### src/rtl/ifetch32.sv
// Instruction fetch stage: owns the fetch PC, issues in-order word reads and buffers returned words for the decoder.
// Optional IFETCH_PERF_EN adds perf_fetched/perf_flushed event counters.
module ifetch32 #(
  parameter logic [31:0] RESET_PC   = 32'h0000_0000,
  parameter int          FIFO_DEPTH = 2
) (
  input  logic        clk,
  input  logic        rst,
  output logic        imem_req,
  output logic [31:0] imem_addr,
  input  logic        imem_gnt,
  input  logic        imem_rvalid,
  input  logic [31:0] imem_rdata,
  output logic [31:0] iout,
  output logic [31:0] pc_out,
  output logic        ivalid,
  input  logic        iready,
  input  logic        ib,
  input  logic [31:0] bv,
  input  logic        bl,
  output logic        link_we,
  output logic [31:0] link_val
`ifdef IFETCH_PERF_EN
  ,
  output logic [31:0] perf_fetched,
  output logic [31:0] perf_flushed
`endif
);

  localparam int AW = (FIFO_DEPTH > 1) ? $clog2(FIFO_DEPTH) : 1;
  localparam int CW = $clog2(FIFO_DEPTH + 1);
  localparam logic [CW:0] DEPTH_C = (CW + 1)'(FIFO_DEPTH);

  logic [31:0]   fifo_data [FIFO_DEPTH];
  logic [31:0]   fifo_pc   [FIFO_DEPTH];
  logic [AW-1:0] rd_ptr, wr_ptr;
  logic [CW-1:0] count, outstanding, drop;
  logic [31:0]   fpc, resp_pc;

  logic          pop, branch, grant, rsp, rsp_drop, push;
  logic [CW-1:0] out_next;
  logic [CW:0]   in_use;
  logic [31:0]   target;

  // Handshakes: a request transfers on a cycle with imem_req && imem_gnt; the decoder
  // takes the head on a cycle with ivalid && iready; imem_rvalid has no back-pressure.
  assign pop      = ivalid && iready;
  assign branch   = pop && ib;
  assign grant    = imem_req && imem_gnt;
  assign rsp      = imem_rvalid && (outstanding != '0);
  assign rsp_drop = rsp && (drop != '0);
  assign push     = rsp && !rsp_drop && !branch;
  assign target   = pc_out + 32'd8 + bv;

  // Outstanding requests plus buffered words never exceed the FIFO capacity.
  assign in_use   = {1'b0, outstanding} + {1'b0, count} - {{CW{1'b0}}, pop};
  assign out_next = outstanding + CW'(grant) - CW'(rsp);

  assign imem_req  = !rst && (in_use < DEPTH_C);
  assign imem_addr = fpc;
  assign ivalid    = (count != '0);
  assign iout      = fifo_data[rd_ptr];
  assign pc_out    = fifo_pc[rd_ptr];

  always_ff @(posedge clk or posedge rst) begin
    if (rst) begin
      fpc         <= RESET_PC;
      resp_pc     <= RESET_PC;
      rd_ptr      <= '0;
      wr_ptr      <= '0;
      count       <= '0;
      outstanding <= '0;
      drop        <= '0;
      link_we     <= 1'b0;
      link_val    <= '0;
      for (int i = 0; i < FIFO_DEPTH; i++) begin
        fifo_data[i] <= '0;
        fifo_pc[i]   <= '0;
      end
    end else begin
      outstanding <= out_next;
      link_we     <= branch && bl;
      if (branch && bl) link_val <= pc_out + 32'd4;
      if (branch) begin
        // Every request still in flight after this edge belongs to the old path.
        fpc     <= target;
        resp_pc <= target;
        rd_ptr  <= '0;
        wr_ptr  <= '0;
        count   <= '0;
        drop    <= out_next;
      end else begin
        if (grant) fpc <= fpc + 32'd4;
        if (rsp_drop) drop <= drop - 1'b1;
        if (push) begin
          fifo_data[wr_ptr] <= imem_rdata;
          fifo_pc[wr_ptr]   <= resp_pc;
          wr_ptr            <= wr_ptr + 1'b1;
          resp_pc           <= resp_pc + 32'd4;
        end
        if (pop) rd_ptr <= rd_ptr + 1'b1;
        count <= count + CW'(push) - CW'(pop);
      end
    end
  end

`ifdef IFETCH_PERF_EN
  logic        rsp_flush;
  logic [31:0] flush_n;

  // On a branch the popped head is consumed, not flushed; a word arriving that cycle is flushed.
  assign rsp_flush = rsp && !rsp_drop && branch;
  assign flush_n   = 32'(rsp_drop) +
                     (branch ? (32'(count) - 32'd1 + 32'(rsp_flush)) : 32'd0);

  always_ff @(posedge clk or posedge rst) begin
    if (rst) begin
      perf_fetched <= '0;
      perf_flushed <= '0;
    end else begin
      perf_fetched <= perf_fetched + 32'(push);
      perf_flushed <= perf_flushed + flush_n;
    end
  end
`else
  // Without performance counters the fetch datapath is unchanged.
`endif

endmodule
### config.mk
export PLATFORM = sky130hd
export DESIGN_NAME = ifetch32
export DESIGN_NICKNAME = d
export VERILOG_FILES = /design/src/rtl/ifetch32.sv
export SDC_FILE = /design/constraint.sdc
export NUM_CORES = 1
export LEC_CHECK = 0
export CAP_MARGIN = 20
export CORE_AREA = 4 4 143 199
export CTS_CLUSTER_SIZE = 25
export DETAILED_ROUTE_END_ITERATION = 10
export DIE_AREA = 0 0 147 203
export GPL_ROUTABILITY_DRIVEN = 0
export PLACE_DENSITY = 0.78
export SYNTH_ARGS = -nofsm -noshare
export SYNTH_HDL_FRONTEND = slang
export SYNTH_SLANG_ARGS = --single-unit
### constraint.sdc
create_clock -name clk -period 7.7 [get_ports clk]
set_input_delay 1.155 -clock clk [delete_from_list [all_inputs] [get_ports clk]]
set_output_delay 1.155 -clock clk [all_outputs]
set_load 0.01 [all_outputs]
### Yosys cells after proc, flatten, opt, wreduce, memory -nomap -nowiden

Cells that the tools add are included.

| word-level totals | value |
|---|---|
| flip-flop bits (word level) | 233 |
| bits in latches | 0 |
| memory bits (writable) | 0 |
| memory bits (read-only) | 0 |
| input port bits | 71 |
| output and inout port bits | 131 |
| logic and storage cells | 76 |
| memories | 0 |

| operators by class | value |
|---|---|
| $add $sub $neg | 14 |
| multiply operators | 0 |
| div/mod/pow operators | 0 |
| magnitude comparators | 4 |
| equal/unequal tests | 0 |
| shifts and indexed selects | 0 |
| muxes and demuxes | 21 |
| bitwise logic cells | 3 |
| reduce and logical (&&, ||, !) cells | 21 |

Operator list:

| operator | count |
|---|---|
| two-way mux 32 bit | 11 |
| bitwise mux 64 bit | 2 |
| adder 32 x 3 -> 32 bit (second input constant) | 3 |
| adder 32 bit | 1 |
| adder 32 x 4 -> 32 bit (second input constant) | 1 |
| demux 32 bit (select 1 bit) | 1 |
| nonzero test 2 bit | 7 |
| logical AND 1 bit | 10 |
| two-way mux 2 bit | 3 |
| adder 2 x 1 -> 2 bit | 2 |
| >= comparator 2 bit (second input constant) | 2 |
| two-way mux 1 bit | 4 |
| inverter 1 -> 2 bit | 2 |
| subtractor 2 x 1 -> 2 bit | 2 |
| adder 2 x 2 -> 3 bit | 1 |
| zero test 1 bit | 3 |
| < comparator 3 x 2 -> 1 bit (second input constant) | 1 |
| subtractor 3 x 1 -> 3 bit | 1 |
| adder 1 bit (second input constant) | 2 |
| < comparator 2 x 1 -> 1 bit (second input constant) | 1 |
| AND reduction 2 bit | 1 |
| subtractor 2 x 1 -> 2 bit (second input constant) | 1 |
| inverter 1 bit | 1 |

### Logic depth before layout (Yosys ltp)

Gate-level depths: netlist of the first run.

| logic depth | value |
|---|---|
| depth in word-level cells | 9 |
| depth in mapped cells | 17 |
| mapped depth without buffers | 14 |

### Worst setup path after synthesis of the first run

Ideal clock, no wire load.

| timing path | value |
|---|---|
| path type | register -> register |
| from | register rd_ptr |
| to | register fpc[27] (netlist: imem_addr[27]) |
| setup time | 0.137 ns |
| data arrival time | 3.690 ns |
| data required time | 7.563 ns |
| setup slack | 3.873 ns |
| cell stages (with the launch flop) | 18 |
| buffers on the path | 4 |
| clock period less this slack | 3.827 ns |
| cell sequence | dfrtp_1 > buf_6 > buf_4 > buf_4 > buf_1 > mux2_2 > ha_1 > ha_1 > inv_1 > fa_1 > nand2b_1 > a21oi_1 > o211ai_1 > a211o_1 > nand3_2 > o31a_1 > mux2i_1 > a21oi_1 |

| on the way | value |
|---|---|
| cells in the longest elaborated chain, start to end | 7 |

Ends and longest elaborated chain:

| item | RTL line | text |
|---|---|---|
| start, declared | 36 | `logic [AW-1:0] rd_ptr, wr_ptr;` |
| start signal, assigned | 101 | `if (pop) rd_ptr <= rd_ptr + 1'b1;` |
| inverter 1 -> 2 bit (not written as such) | 63 | `assign pc_out = fifo_pc[rd_ptr];` |
| two-way mux 32 bit (not written as such) (3 in a row) | 63 |  |
| net pc_out[1] | 15 | `output logic [31:0] pc_out,` |
| adder 32 x 4 -> 32 bit | 53 | `assign target = pc_out + 32'd8 + bv;` |
| adder 32 bit | 53 |  |
| two-way mux 32 bit | 84 | `if (branch) begin` |
| end signal, assigned | 86 | `fpc <= target;` |
| end signal, assigned | 93 | `if (grant) fpc <= fpc + 32'd4;` |
| end, declared | 38 | `logic [31:0] fpc, resp_pc;` |

The timed path passes the listed nets, and every way through them passes these cells. The select of a mux whose other input is x is not followed.
A chain may end at the register's enable or synchronous reset.

### Worst setup path after layout of the first run

| timing path | value |
|---|---|
| from | input iready |
| to | output imem_req |

| on the way | value |
|---|---|
| cells in the longest elaborated chain, start to end | 4 |

Ends and longest elaborated chain:

| item | RTL line | text |
|---|---|---|
| start, declared | 17 | `input logic iready,` |
| logical AND 1 bit | 47 | `assign pop = ivalid && iready;` |
| subtractor 3 x 1 -> 3 bit | 56 | `assign in_use = {1'b0, outstanding} + {1'b0, count} - {{CW{1'b0}}, pop};` |
| < comparator 3 x 2 -> 1 bit | 59 | `assign imem_req = !rst && (in_use < DEPTH_C);` |
| logical AND 1 bit | 59 |  |
| end, declared | 9 | `output logic imem_req,` |

No other way between the ends.

==> impl_results.md, run 1 <==
* Largest net degree at the start of global routing at roughly 110
* Post-synthesis net count at between 1000 and 1500
* FF-to-FF End: imem_addr[29]
* Final setup violation count at 0
* FMAX at between 200 and 250 MHz
* Rows at 71
* Comb power frac at about 56%
* Die Ht at around 200 um
* Fin Clk Skew at ~0.016 ns
* Critical-path top delay cell: clkdlybuf4s50_1
* CTS H-tree lvls at 1
* Reg2reg path depth at 13
* CTS Buffer Depth at 3
* CTS tree: done
* Library cells used by synthesis at between 60 and 70
* Min Tclk post-route at ~4.4 ns
* Warnings from Yosys at 0
* CP delay by family, top: buffers and inverters
* Final WL at 32.2 mm
* # clock sinks at 231
* Mapped Area at about 13000 um2
* Vias in the first global route at 10300
* Fillers at between 2000 and 2500
* Pleak at around 0.007 uW
* Switching share of power at 40.0%
* Clock latency on the worst-skew pair at 0.52 ns
* Reg power frac at around 30%
* Top-area cell type share of the netlist area at 43.9%
* Final HPWL DP at roughly 23 mm
* I/O Buffers at approximately 200
* Cells after Synth at ~1200
* Full die area at slightly below 30000 um2
* Hold_buf cts at 0
* Post-synthesis area per instance at approximately 11 um2
* Crit path arrival time at between 3 and 4 ns
* Initial antenna violation count at 0
* Ant diodes at 0
* P_int at around 4800 uW
* Clock-pin slew on the worst setup and hold paths at around 0.060 ns
* Core area at ~27000 um2
* Chip width at approximately 150 um
* Worst hold path depth at 2
* Register area share after synthesis at between 40% and 50%
* Slew headroom at a little under two fifths
* CP cell instances: clkdlybuf4s50_1 > xor2_1 > nand2_1 > fa_1 > nor2b_1 > and2_1 > clkdlybuf4s50_1
* Power Dens Cells at roughly 490 nW/um2
* Final Hold Fails at 0
* Count leader, synth: dfrtp_1
* Outcome: finished, final reports clean
* Clock share of power at between 10% and 20%
* Post-synth EDFFs at 0
* Setup TNS Final at 0 ns
* Post-CTS Repair Setup Buffers at 0
* Type of origin of the critical path: input pin
* Post-CTS Resized at 0
* Max-cap violations at 0
* Vias per cell at between 5 and 6
* Total CTS buffers at 24
* Remaining antenna violation count at 0
* RSZ-0062 raised after global routing: no
* DR iter-0 viols at approximately 450
* Nets at roughly 1500
* Worst Setup End Kind: output port
* IO Count at between 200 and 250
* Synth top area cells: dfrtp_1 44%, mux2_2 15%, ha_1 6.7%
* Synth area leader: dfrtp_1
* CP most frequent cell: clkdlybuf4s50_1
* Most instantiated cells after synthesis: 231 x dfrtp_1, 181 x mux2_2, 121 x nand2_1
* Crit path kind: in -> out
* Post-synth ARST share at 100%
* Largest stage delay on the critical path at approximately 0.55 ns
* FF/Latch Area at 5780 um2
* Area grow syn2layout at 23.7%
* NetSw at about 3200 uW
* Final period util at around 57%
* Slew Viols, Final at 0
* Share of cells above drive strength 1 at 18.4%
* Hold crit path type: reg -> reg
* Starting Density at 49.2%
* GRT Util Overall at 21.3%
* First-pass GRT wire length at ~53 mm
* Crit path buf inv count at 2
* Multi-input combinational cell area at around 7000 um2
* Vias at 9782
* CP max FO at 3
* Pre-antenna DRT Iters at 4
* RR Startpoint: rd_ptr
* Synth Register Bits at 231
* Primary FF master, synth: dfrtp_1
* DRC at 0
* WP data required at 6.55 ns
* Hold_ws at between 0.4 and 0.5 ns
* CTS Root Cell: clkbuf_16
* Worst-Margin Slew at 0.935 ns
* Total gr overflow at 0
* WHS Endpoint: link_val[12]
* Maximum vdd ir drop at approximately 300 uV
* Reg-to-reg slack, setup at ~3.6 ns
* Post-DR wirelength/cell at ~18 um
* Hold path start: link_val[12]
[tightest hold or removal path, stage by stage (launching register included)]
cell and delay, ns:
dfrtp_1 0.34, nand2_1 0.04, o21ai_0 0.06
[state kept, by name, indices dropped and copies added, names as in the netlist]
name and count:
rd_ptr 1, link_we 1, link_val 32, resp_pc 31, drop 2, fifo_pc 64
fifo_data 64, count 2, imem_addr 31, wr_ptr 1, outstanding 2
[per-layer routing]
layer | vias up | GRT usage [%] | part of all wire [%]
met2 | 235 | 38.6 | 51
met1 | 4804 | 25.9 | 41
met4 | 0 | 5.30 | 2.0
met5 | - | 0 | 0
met3 | 43 | 4.26 | 5.6
li1 | 4700 | - | -
[logic make-up after synthesis]
family	after synthesis	synth area share (%)
and+or+nand+nor	312	12.1
DFF	231	43.9
AOI/OAI and AO/OA	216	9.87
muxes	202	17.2
xor gates and xnor gates	106	7.06
buffers and inverters	82	2.87
adders and majority gates	72	6.96
[final cells by class]
cell class / instances / area share [%]
multi-input cells: 908 / 43.1
clock inverters: 7 / 0.369
inverters: 31 / 0.761
flip-flops and latches: 231 / 35.5
repair buffers: 209 / 12.8
clock buffers: 37 / 4.61
well taps: 365 / 2.81
[power by group through the flow]
| stage | logic, uW | registers [uW] | clock network (uW) |
|---|---|---|---|
| 4_1_cts | 4440 | 2320 | 1220 |
| 5_1_grt | 4860 | 2410 | 1270 |
| 6_report | 4430 | 2320 | 1190 |
| 2_1_floorplan | 2910 | 2230 | 0 |
| 3_5_place_dp | 4400 | 2340 | 0 |
| 3_3_place_gp | 4310 | 2290 | 0 |
[how the worst max path moves through the flow]
stage | startpoint | endpoint | cells past startpoint | slack, ns
2_1_floorplan | rst | count[0] | 1 | 0.21
4_1_cts | iready | imem_req | 7 | 3.32
3_5_place_dp | iready | fifo_data[32] | 8 | 3.13
3_3_place_gp | iready | fifo_data[40] | 8 | 3.15
6_report | iready | imem_req | 7 | 3.34
5_1_grt | iready | imem_req | 7 | 3.19
[cell usage in the layout, fill, tap and decap left out, drive strengths merged, types with 3 or more instances in the layout]
cell           count
dfrtp            231
a211o              4
ha                70
nand3             20
o21a               6
or3                3
inv               31
o31ai              5
nor3              15
or2                5
nor4               5
and3              17
clkdlybuf4s50    201
mux2i             16
buf                8
clkinv             6
mux2             186
xor2              54
and4               8
nor2              66
and3b              5
a211oi             8
nand4             19
a21o              18
clkbuf            37
xnor2             52
nand2            125
o31a               4
nand2b             6
a31oi             10
o21ai             57
and2               5
o211a              3
a21oi             83
nor2b              8
o211ai             5
[through the flow]
stage / utilization, % / cells / worst slack, ns / cell area [um2] / total power, uW
final: 60.9 / 1788 / 3.34 / 16300 / 7940
after global placement: 57.8 / 1743 / 3.15 / 15400 / 6600
after floorplan: - / 1221 / 0.212 / 13200 / 5140
after CTS: 60.8 / 1787 / 3.32 / 16300 / 7980
after global routing: 60.9 / 1788 / 3.19 / 16300 / 8540
after detailed placement: 57.8 / 1743 / 3.13 / 15400 / 6730
Note: power is estimated with default switching activity, not from simulation.
==> run 2: changes to the inputs <==
CORE_AREA = 4 4 136 190   (was 4 4 143 199)
DIE_AREA = 0 0 140 194   (was 0 0 147 203)
PLACE_DENSITY = 0.82   (was 0.78)
clock period = 4.18 ns   (was 7.7 ns; I/O delays follow)
==> run 2 against run 1 <==
Against the previous run: final area barely moved; total power rose by 84%; final cell count fell by 2.6%; sequential power rose by 81%; global-route usage rose by 1.8 points; critical endpoint is now resp_pc[22]; largest cell class unchanged; highest routed layer unchanged; count of clock-buffer cells in the layout fell by 2; non-clock buffer count rose by 8; wire length fell by 0.89%; core utilization rose by 7.0 points.
==> impl_results.md, run 2 (synthesis gave the netlist of run 1 again) <==
* Total CTS buffers at 24 (unchanged)
* Power Dens Cells at 900 nW/um2 (was 488 nW/um2)
* Die Ht at 194 um (was 203 um)
* Ant diodes at 0 (unchanged)
* CP max FO at 40 (was 3)
* Largest net degree at the start of global routing at 106 (was 113)
* Full die area at 27200 um2 (was 29800 um2)
* Hold crit path type: reg -> reg (unchanged)
* Fin Clk Skew at 0.0137 ns (was 0.0158 ns)
* Largest stage delay on the critical path at 0.50 ns (was 0.55 ns)
* Core area at 24000 um2 (was 26700 um2)
* Post-CTS Repair Setup Buffers at 0 (unchanged)
* Initial antenna violation count at 0 (unchanged)
* Final Hold Fails at 0 (unchanged)
* WP data required at 4.57 ns (was 6.55 ns)
* Pre-antenna DRT Iters at 5 (was 4)
* Post-DR wirelength/cell at 18.3 um (was 18.0 um)
* CTS Root Cell: clkbuf_16 (unchanged)
* CTS H-tree lvls at 1 (unchanged)
* Crit path arrival time at 4.20 ns (was 3.20 ns)
* Nets at 1556 (was 1548)
* Vias per cell at 5.72 (was 5.47)
* Clock-pin slew on the worst setup and hold paths at 0.06 ns (about the same)
* Biggest registers after layout: fifo_data x64, fifo_pc x64, link_val x32 (unchanged)
* Pleak at 0.00703 uW (was 0.00701 uW)
* RSZ-0062 raised after global routing: no (unchanged)
* Min Tclk post-route at ~3.8 ns
* Hold_buf cts at 0 (unchanged)
* Chip width at 140 um (was 147 um)
* Worst-Margin Slew at 0.701 ns (was 0.935 ns)
* Rows at 67 (was 71)
* Vias in the first global route at 10200 (was 10300)
* Type of origin of the critical path: register (was input pin)
* Final HPWL DP at 23.6 mm (was 23.2 mm)
* Worst Setup End Kind: register (was output port)
* First-pass GRT wire length at 52.0 mm (was 52.5 mm)
* Slew headroom at 53.3% (was 37.5%)
* Final period util at 91.1%
* Share of cells above drive strength 1 at 18.7% (was 18.4%)
* DR iter-0 viols at 403 (was 448)
* Setup TNS Final at 0 ns (unchanged)
* Total gr overflow at 0 (unchanged)
* Most common cell after layout, fill and taps aside: dfrtp_1 (unchanged)
* Vias at 9964 (was 9782)
* Outcome: finished, final reports clean (unchanged)
* Fillers at 1831 (was 2217)
* Clock latency on the worst-skew pair at 0.52 ns (about the same)
* Critical-path top delay cell: dfrtp_4 (was clkdlybuf4s50_1)
* Final setup violation count at 0 (unchanged)
* # clock sinks at 231 (unchanged)
* CP cell instances: buf_12 > mux2_4 > ha_1 > ha_1 > a21o_1 > a21oi_1 > a21oi_1 > o21ai_0 > o21ai_0 > a31oi_1 > xor2_1 > mux2i_1 (was clkdlybuf4s50_1 > xor2_1 > nand2_1 > fa_1 > nor2b_1 > and2_1 > clkdlybuf4s50_1)
* IO Count at 202 (unchanged)
* CTS Buffer Depth at 3 (unchanged)
* Post-CTS Resized at 0 (unchanged)
* DRC at 0 (unchanged)
* Max-cap violations at 0 (unchanged)
* GRT Util Overall at 23.0% (was 21.3%)
* I/O Buffers at 201 (unchanged)
* CTS tree: done (unchanged)
* Slew Viols, Final at 0 (unchanged)
* Starting Density at 54.9% (was 49.2%)
* Most frequent cells in the layout: 230 x dfrtp_1, 201 x clkdlybuf4s50_1, 181 x mux2_2, 120 x nand2_1, 83 x a21oi_1 (unchanged)
* Final WL at 31.9 mm (was 32.2 mm)
* Area grow syn2layout at 23.7% (about the same)
* Hold_ws at 0.476 ns (about the same)
* Maximum vdd ir drop at 515 uV (was 299 uV)
* Util after Layout at 67.8% (was 60.9%)
* Remaining antenna violation count at 0 (unchanged)
* Crit path kind: reg -> reg (was in -> out)
* FMAX at 263 MHz
-- run 2: per-layer routing --
layer	wire length, um	track usage, %
met5	0	0
met4	947	7.29
met3	1790	4.32
met2	16200	40.9
met1	13000	28.2
-- run 2: worst max-delay path, delay by kind of cell, from the launching register on --
kind	cells	cell delay, ns
AOI/OAI and AO/OA	6	1.54
xor gates and xnor gates	1	0.26
adders and majority gates	2	0.67
buffers and inverters	1	0.24
DFF	1	0.50
muxes	2	0.47
-- run 2: worst paths after layout --
path / startpoint / cells past startpoint / end / slack (ns)
min: link_val[21] / 2 / link_val[21] / 0.48
max in group asynchronous: rst / 3 / fifo_data[63] / 2.49
max reg2reg: rd_ptr / 12 / resp_pc[22] / 0.37
min in group asynchronous: rst / 2 / wr_ptr / 0.58
min reg2reg: link_val[21] / 2 / link_val[21] / 0.48
max: rd_ptr / 12 / resp_pc[22] / 0.37
-- run 2: final cells by class --
type,count,area (um2),area share [%]
timing repair buffer,217,2170,13.3
multi-input combinational,908,7020,43.1
tap,310,388,2.38
inverter,31,120,0.738
clock buffer,35,703,4.32
clock inverter,9,86.3,0.531
sequential,231,5780,35.6
-- run 2: power by group --
group	switching (uW)	internal (uW)	leakage, uW
clock	900	1240	0.000385
sequential	868	3350	0.00276
combinational	4110	4180	0.00388
-- run 2: per-stage QoR --
stage | instance area (um2) | cells | worst slack, ns | total power, uW
floorplan | 13200 | 1221 | 0.353 | 9460
global placement | 15500 | 1697 | 0.467 | 12200
detailed placement | 15500 | 1697 | 0.408 | 12400
CTS | 16300 | 1741 | 0.409 | 14700
global route | 16300 | 1741 | 0.270 | 15700
finish | 16300 | 1741 | 0.373 | 14600
